File: config.mk
export PLATFORM = sky130hd
export DESIGN_NAME = pipe_ctrl
export DESIGN_NICKNAME = d
export VERILOG_FILES = /design/src/rtl/pipe_ctrl_pkg.sv /design/src/rtl/pipe_ctrl_watchdog.sv /design/src/rtl/pipe_ctrl.sv
export SDC_FILE = /design/constraint.sdc
export NUM_CORES = 1
export LEC_CHECK = 0
export BUFFER_PORTS_ARGS = -buffer_cell sky130_fd_sc_hd__buf_2
export CAP_MARGIN = 40
export CELL_PAD_IN_SITES_DETAIL_PLACEMENT = 1
export CELL_PAD_IN_SITES_GLOBAL_PLACEMENT = 1
export CORE_UTILIZATION = 30
export CTS_CLUSTER_SIZE = 30
export DETAILED_ROUTE_END_ITERATION = 8
export PLACE_DENSITY_LB_ADDON = 0.1
export SLEW_MARGIN = 5
export SYNTH_ARGS = -nofsm -noshare
export SYNTH_HDL_FRONTEND = slang
export SYNTH_SLANG_ARGS = --single-unit
File: constraint.sdc
create_clock -name clk -period 5 [get_ports clk]
set_input_delay 0.5 -clock clk [delete_from_list [all_inputs] [get_ports clk]]
set_output_delay 0.5 -clock clk [all_outputs]
set_load 0.01 [all_outputs]
File: src/rtl/pipe_ctrl_pkg.sv
// ============================================================================
// Module      : pipe_ctrl_pkg
// Description : Shared defines for the pipeline controller: stall vector bit
//               indices, Stop/NoStop levels, exception type codes, FSM states
//               and the prefix-form stall vector builder.
// Revision    : 1.0 - initial release
// ============================================================================
`default_nettype none

package pipe_ctrl_pkg;

  // Stall vector bit positions (1 = Stop)
  localparam int unsigned c_stall_pc   = 0;
  localparam int unsigned c_stall_ifid = 1;
  localparam int unsigned c_stall_idex = 2;
  localparam int unsigned c_stall_exmm = 3;
  localparam int unsigned c_stall_mmwb = 4;
  localparam int unsigned c_stall_rsvd = 5;
  localparam int unsigned c_stall_w    = 6;

  localparam logic c_stop   = 1'b1;
  localparam logic c_nostop = 1'b0;

  // Exception type codes delivered by the MEM stage
  localparam logic [31:0] c_exc_none     = 32'h0000_0000;
  localparam logic [31:0] c_exc_int      = 32'h0000_0001;
  localparam logic [31:0] c_exc_syscall  = 32'h0000_0008;
  localparam logic [31:0] c_exc_inst_inv = 32'h0000_000a;
  localparam logic [31:0] c_exc_ov       = 32'h0000_000c;
  localparam logic [31:0] c_exc_trap     = 32'h0000_000d;
  localparam logic [31:0] c_exc_eret     = 32'h0000_000e;

  typedef enum logic [0:0] {
    ST_RUN   = 1'b0,
    ST_GUARD = 1'b1
  } state_t;

  // A request from stage k stops stage k and everything upstream of it, so the
  // deepest requester decides how many low-order bits are set. The reserved
  // bit is never driven to Stop.
  function automatic logic [c_stall_w-1:0] prefix_stall(
    input logic req_mem,
    input logic req_ex,
    input logic req_id,
    input logic req_if
  );
    logic [c_stall_w-1:0] v;
    int unsigned          depth;
    if (req_mem)     depth = c_stall_mmwb + 1;
    else if (req_ex) depth = c_stall_exmm + 1;
    else if (req_id) depth = c_stall_idex + 1;
    else if (req_if) depth = c_stall_ifid + 1;
    else             depth = 0;
    for (int unsigned i = 0; i < c_stall_w; i++) begin
      v[i] = ((i < depth) && (i != c_stall_rsvd)) ? c_stop : c_nostop;
    end
    return v;
  endfunction

endpackage

`default_nettype wire

File: src/rtl/pipe_ctrl_watchdog.sv
// ============================================================================
// Module      : stall_watchdog
// Description : Counts consecutive cycles of a memory stall request and emits
//               a one-cycle timeout pulse every TIMEOUT cycles it persists.
// Revision    : 1.0 - initial release
// ============================================================================
`default_nettype none

module stall_watchdog #(
  parameter int unsigned TIMEOUT = 256
) (
  input  logic clk,
  input  logic rst,
  input  logic req,
  input  logic clr,
  output logic timeout
);

  localparam int unsigned c_cnt_w = (TIMEOUT > 2) ? $clog2(TIMEOUT) : 1;
  localparam logic [c_cnt_w-1:0] c_last = c_cnt_w'(TIMEOUT - 1);

  logic [c_cnt_w-1:0] r_cnt;
  logic               w_hit;

  assign w_hit   = req && !clr && (r_cnt == c_last);
  assign timeout = w_hit && !rst;

  // Run while the request persists; restart after each pulse or any break.
  always_ff @(posedge clk) begin
    if (rst || clr || !req || w_hit) begin
      r_cnt <= '0;
    end else begin
      r_cnt <= r_cnt + 1'b1;
    end
  end

endmodule

`default_nettype wire

File: src/rtl/pipe_ctrl.sv
// ============================================================================
// Module      : pipe_ctrl
// Description : Pipeline controller: prefix-form stall vector, exception flush
//               with redirect target, one-cycle post-flush guard, memory bus
//               watchdog and saturating stall-cycle counter.
// Revision    : 1.0 - initial release
// ============================================================================
`default_nettype none

module pipe_ctrl #(
  parameter int unsigned TIMEOUT    = 256,
  parameter logic [31:0] EXC_VECTOR = 32'h0000_0020
) (
  input  logic        clk,
  input  logic        rst,
  input  logic        stallreq_if,
  input  logic        stallreq_id,
  input  logic        stallreq_ex,
  input  logic        stallreq_mem,
  input  logic [31:0] excepttype,
  input  logic [31:0] cp0_epc,
  output logic [5:0]  stall,
  output logic        flush,
  output logic [31:0] new_pc,
  output logic        bus_timeout,
  output logic [31:0] stall_cycles
);

  import pipe_ctrl_pkg::*;

  state_t      r_state;
  state_t      w_state_next;
  logic [31:0] r_stall_cycles;

  // FSM state register.
  always_ff @(posedge clk) begin
    if (rst) r_state <= ST_RUN;
    else     r_state <= w_state_next;
  end

  // Next state and zero-latency control outputs; flush outranks every stall
  // request, and the GUARD cycle ignores the exception still held in MEM.
  always_comb begin
    w_state_next = ST_RUN;
    stall        = '0;
    flush        = 1'b0;
    new_pc       = 32'h0;
    if (!rst) begin
      if ((r_state == ST_RUN) && (excepttype != c_exc_none)) begin
        flush        = 1'b1;
        new_pc       = (excepttype == c_exc_eret) ? cp0_epc : EXC_VECTOR;
        w_state_next = ST_GUARD;
      end else begin
        stall = prefix_stall(stallreq_mem, stallreq_ex, stallreq_id, stallreq_if);
      end
    end
  end

  // Saturating count of cycles in which the pc is held.
  always_ff @(posedge clk) begin
    if (rst) begin
      r_stall_cycles <= 32'h0;
    end else if ((stall[c_stall_pc] == c_stop) && (r_stall_cycles != 32'hFFFF_FFFF)) begin
      r_stall_cycles <= r_stall_cycles + 32'd1;
    end
  end

  assign stall_cycles = r_stall_cycles;

  stall_watchdog #(
    .TIMEOUT (TIMEOUT)
  ) u_watchdog (
    .clk     (clk),
    .rst     (rst),
    .req     (stallreq_mem),
    .clr     (flush),
    .timeout (bus_timeout)
  );

endmodule

`default_nettype wire

# Yosys cells after proc, flatten, opt, wreduce, memory -nomap -nowiden
# Index checks and enable logic that the tools add are counted.
# Widths: inputs -> output; s select.
[op_classes]
addsub = 2
order_cmp = 5
eq_ne = 3
n_mux = 18
n_bitwise = 1
reduce_logical = 12
[ops]
columns = ["operator", "n"]
rows = [
  ["$mux 32", 5],
  ["$lt 1x32->1 const A", 2],
  ["$lt 2x32->1 const A", 2],
  ["$add 32x1->32 const B", 1],
  ["$eq 32x4->1 const B", 1],
  ["$lt 3x32->1 const A", 1],
  ["$ne 32x32->1 const B", 1],
  ["$reduce_bool 32->1", 1],
  ["$add 8x1->8 const B", 1],
  ["$eq 8x8->1 const B", 1],
  ["$mux 1", 7],
  ["$mux 3", 2],
  ["$mux 6", 1],
  ["$logic_and 1x1->1", 5],
  ["$mux 5", 1],
  ["$mux 2", 2],
  ["$logic_not 1->1", 3],
  ["$logic_or 1x1->1", 3],
  ["$not 1->1", 1],
]
[word_totals]
regBits = 41
inputBits = 70
out_inout_bits = 72
wordCells = 44

# Longest topological paths before layout
[logic_depth]
depth_word = 11
mapped_depth = 9
depth_no_buf = 7

# Modules after synthesis
# A second synthesis with hierarchy kept.
[unflattened]
cells_unflattened = 328
hier_area_um2 = 2647.5
[by_module_without_submodules]
columns = ["module", "n_inst", "cells_each", "area_each_um2", "seq_area_each_um2"]
rows = [
  ["pipe_ctrl", 1, 289, 2287.2, 660.6],
  ["stall_watchdog", 1, 39, 360.3, 160.2],
]

# Least setup slack after synthesis
# No wires, ideal clock.
[synth_path]
kind = "register to register"
startpoint = "reg r_stall_cycles[0], in the netlist stall_cycles[0]"
endpoint = "reg r_stall_cycles[0], in the netlist stall_cycles[0]"
setup_ns = 0.128
t_arrival_ns = 2.273
required_ns = 4.872
setup_slack_ns = 2.599
stages_incl_launch_ff = 10
path_buffers = 2
synth_period_minus_slack_ns = 2.401
path_cell_list = "dfxtp_1 -> ha_1 -> nand4_1 -> nor4_1 -> nand3_1 -> nand3_1 -> buf_2 -> buf_2 -> xor2_1 -> nor2_1"
[synth_between]
elab_chain_len = 2
elab_cells_between_ends = 3
classes_between = "1 x add/sub; 1 x eq/ne; 1 x reduce/logical"
[synth_rtl]
columns = ["item", "line", "source"]
rows = [
  ["start: declaration", "pipe_ctrl.sv:33", "logic [31:0] r_stall_cycles;"],
  ["start signal: assignment", "pipe_ctrl.sv:64", "r_stall_cycles <= r_stall_cycles + 32'd1;"],
  ["parallel branches: the longest is 2 deep, another holds $add 32x1->32", "n/a", ""],
]
# Parallel ways; which one is timed is not known.
# A chain may end at the register's enable or synchronous reset.

# Worst setup path after layout
[layout_path]
startpoint = "reg r_stall_cycles[1], in the netlist stall_cycles[1]"
endpoint = "reg r_stall_cycles[12], in the netlist stall_cycles[12]"
# The elaborated chain is that of the path after synthesis.

==> run_results.csv <==
group,metric,value,unit
status,status,"completed",
clock_network,cts_tree,"built",
clock_network,post_cts_buffers,0,
setup_path,required,5140,ps
setup_path,cp-end-kind,"flop",
finish,drive_gt1_share,36.38,%
clock_network,cts_made_buffers,5,
power_and_ir_drop,ir_worst_vdd,83.36,uV
timing,fmax,356.9,MHz
timing,final.setup_skew,14.20,ps
timing,maxSlewHeadroom,47.81,%
setup_path,startpoint_type,"flop",
detailed_routing,wire_per_inst,15.27,um
setup_path,worstPathMaxFanout,17,
floorplanning,dieArea,8242,um2
clock_network,clk_pin_slew,90,ps
clock_network,clk_latency,300,ps
floorplanning,die_w,90.79,um
setup_path,cp_top_family,"simple AND/OR/NAND/NOR gates",
clock_network,cts_root_buffer,"clkbuf_8",
logic_synthesis,synth_area_leaders,"dfxtp_1 (35%), and2_1 (8.7%), xor2_1 (4.8%)",
logic_synthesis,syn_nets,371,
setup_path,path_buf_inv,1,
logic_synthesis,ys_types,40,
grt,grt-ovfl-total,0,
clock_network,cts_sinks,41,
floorplanning,rows,32,
timing,maxSlewViolCount,0,
timing,setup_tns,0,ps
detailed_routing,drc_errors,0,
timing,hold_viol,0,
floorplanning,dieHeight,90.79,um
placement,globalplace.congestion,0.8527,
detailed_routing,routed_wl,8233,um
placement,portBuffers,140,
floorplanning,io_pins,142,
grt,grt_pass1_vias,2803,
logic_synthesis,syn_area,2365,um2
power_and_ir_drop,p_leak,1.448,nW
job,max_cap_viol_count,0,
detailed_routing,vias,2772,
finish,finish.net_count,508,
timing,fin_crit,2802,ps
setup_path,cp_data_arrival_time,2940,ps
logic_synthesis,ys.warnings.count,0,
setup_path,crit_type,"flop to flop",
logic_synthesis,ys.flop_type,"dfxtp_1",
logic_synthesis,async_flop_share,0,%
clock_network,htree_levels,2,
timing,fin_hold_ws,487.3,ps
detailed_routing,drtPass1Iterations,6,
finish,area_delta_synth_final,37.94,%
logic_synthesis,synth_seq_cells,41,
logic_synthesis,syn_area_per_cell,7.909,um2
setup_path,worstPathCellList,"ha_1, nand4_1, nor4_1, nand3_1, nand3_1, buf_4, or3_1, a21oi_1",
logic_synthesis,synth_top_cell_by_area,"dfxtp_1",
clock_network,cts_repair_resize_count,0,
setup_path,crit_slowest_cell,"nor4_1",
grt,antenna_found_initial,0,
timing,worstMarginPinSlew,782.9,ps
logic_synthesis,synth_top_area_share,34.71,%
floorplanning,core-area,7687,um2
detailed_routing,drt-initial-drc-count,137,
finish,diodes,0,
min_path,hold_class,"flop to flop",
setup_path,crit_path_max_incr_delay,560,ps
placement,post-dp-hpwl,6496,um
detailed_routing,avgViaCountPerCell,5.143,
floorplanning,start_util,30.76,%
logic_synthesis,postSynthCellCount,299,
timing,rsz0062_at_grt,"false",
clock_network,cts_buffer_depth,2,
logic_synthesis,synth.top_cells.by_count,"dfxtp_1 (41), and2_1 (33), nor2_1 (26)",
grt,grt_pass1_wl,13550,um
logic_synthesis,synth_edf_count,0,
setup_path,critPathMostFrequentCell,"nand3_1",
grt,grt_max_degree,38,
logic_synthesis,ys_seq_area_share,34.71,%
detailed_routing,drtAntennaViolNets,0,
timing,setup_viol,0,
logic_synthesis,yosysMostFrequentCell,"dfxtp_1",
timing,final_min_period_over_clock_period,56.03,%
clock_network,cts_hold_buf,0,
grt,grt_use_total,20.38,%
power_and_ir_drop,power_per_cell_area,190.3,nW/um2
[registers in the layout, indices dropped and copies added (netlist names)]
signal,count
stall_cycles,32
r_state,1
u_watchdog.r_cnt,8
[path summary, 6_finish.rpt]
path	start	to	slack, ps	cells after the start
hold / removal	u_watchdog.r_cnt[0]	u_watchdog.r_cnt[0]	490	1
hold reg to reg	u_watchdog.r_cnt[0]	u_watchdog.r_cnt[0]	490	1
setup reg to reg	stall_cycles[1]	stall_cycles[12]	2200	8
setup / recovery	stall_cycles[1]	stall_cycles[12]	2200	8
[stage by stage]
stage                     instances  setup slack, ps  util [%]  instance area (um2)  power, mW
after CTS                       539             2164     42.43                 3262     0.6311
after global routing            539             1898     42.43                 3262     0.6515
after global placement          531             2012     41.18                 3166     0.3929
after detailed placement        531             1928     41.18                 3166     0.3938
final                           539             2198     42.43                 3262     0.6207
after floorplan                 299             2599         -                 2365     0.3577
[kinds of logic after synthesis]
family	count (synthesis)	synth area share (%)
adder cells (fa/ha/maj)	2	1.058
AO/OA/AOI/OAI	45	12.54
multiplexers	2	0.8995
buffers and inverters	20	3.492
XOR/XNOR	15	5.556
flip-flops	41	34.71
AND/OR/NAND/NOR	173	41.59
other	1	0.1586
[power by group]
| group | internal, mW | total [mW] | switching, mW |
|---|---|---|---|
| sequential | 0.328 | 0.329 | 0.00159 |
| combinational | 0.0271 | 0.0564 | 0.0293 |
| clock | 0.112 | 0.235 | 0.123 |
| total | 0.467 | 0.621 | 0.154 |
[final cells by class]
type / count / area [um2]
fill: 1007 / 4425
multi-input combinational: 238 / 1468
sequential: 41 / 820.8
timing repair buffer: 143 / 723.2
tap: 102 / 127.6
clock buffer: 6 / 82.58
inverter: 7 / 26.28
clock inverter: 2 / 13.76
[metal layers]
layer	share of wire [%]	GRT usage [%]
met1	42	23.91
met2	51	36.81
met3	4.7	3.367
met4	2.2	7.804
met5	0	0
[placed cells by master (no fill, tap or decap), drive strengths merged, types with 2 or more instances in the layout]
master  synthesis  layout
nor3           10      10
nand2          17      17
a21oi          16      16
ha              2       2
o41ai           2       2
inv             7       7
dfxtp          41      41
and2           33      33
buf             4     143
o31ai           8       8
o21ai          11      11
or2             3       3
xnor2           2       2
clkinv          0       2
clkbuf          9       6
o211ai          3       3
xor2           13      13
nor2           26      26
nor4           10      10
nand4          17      17
o311ai          2       2
and3            4       4
and4            3       3
or3            11      11
or4            13      13
nor4b           2       2
nand3          21      21
Note: power is estimated with default switching activity, not from simulation.
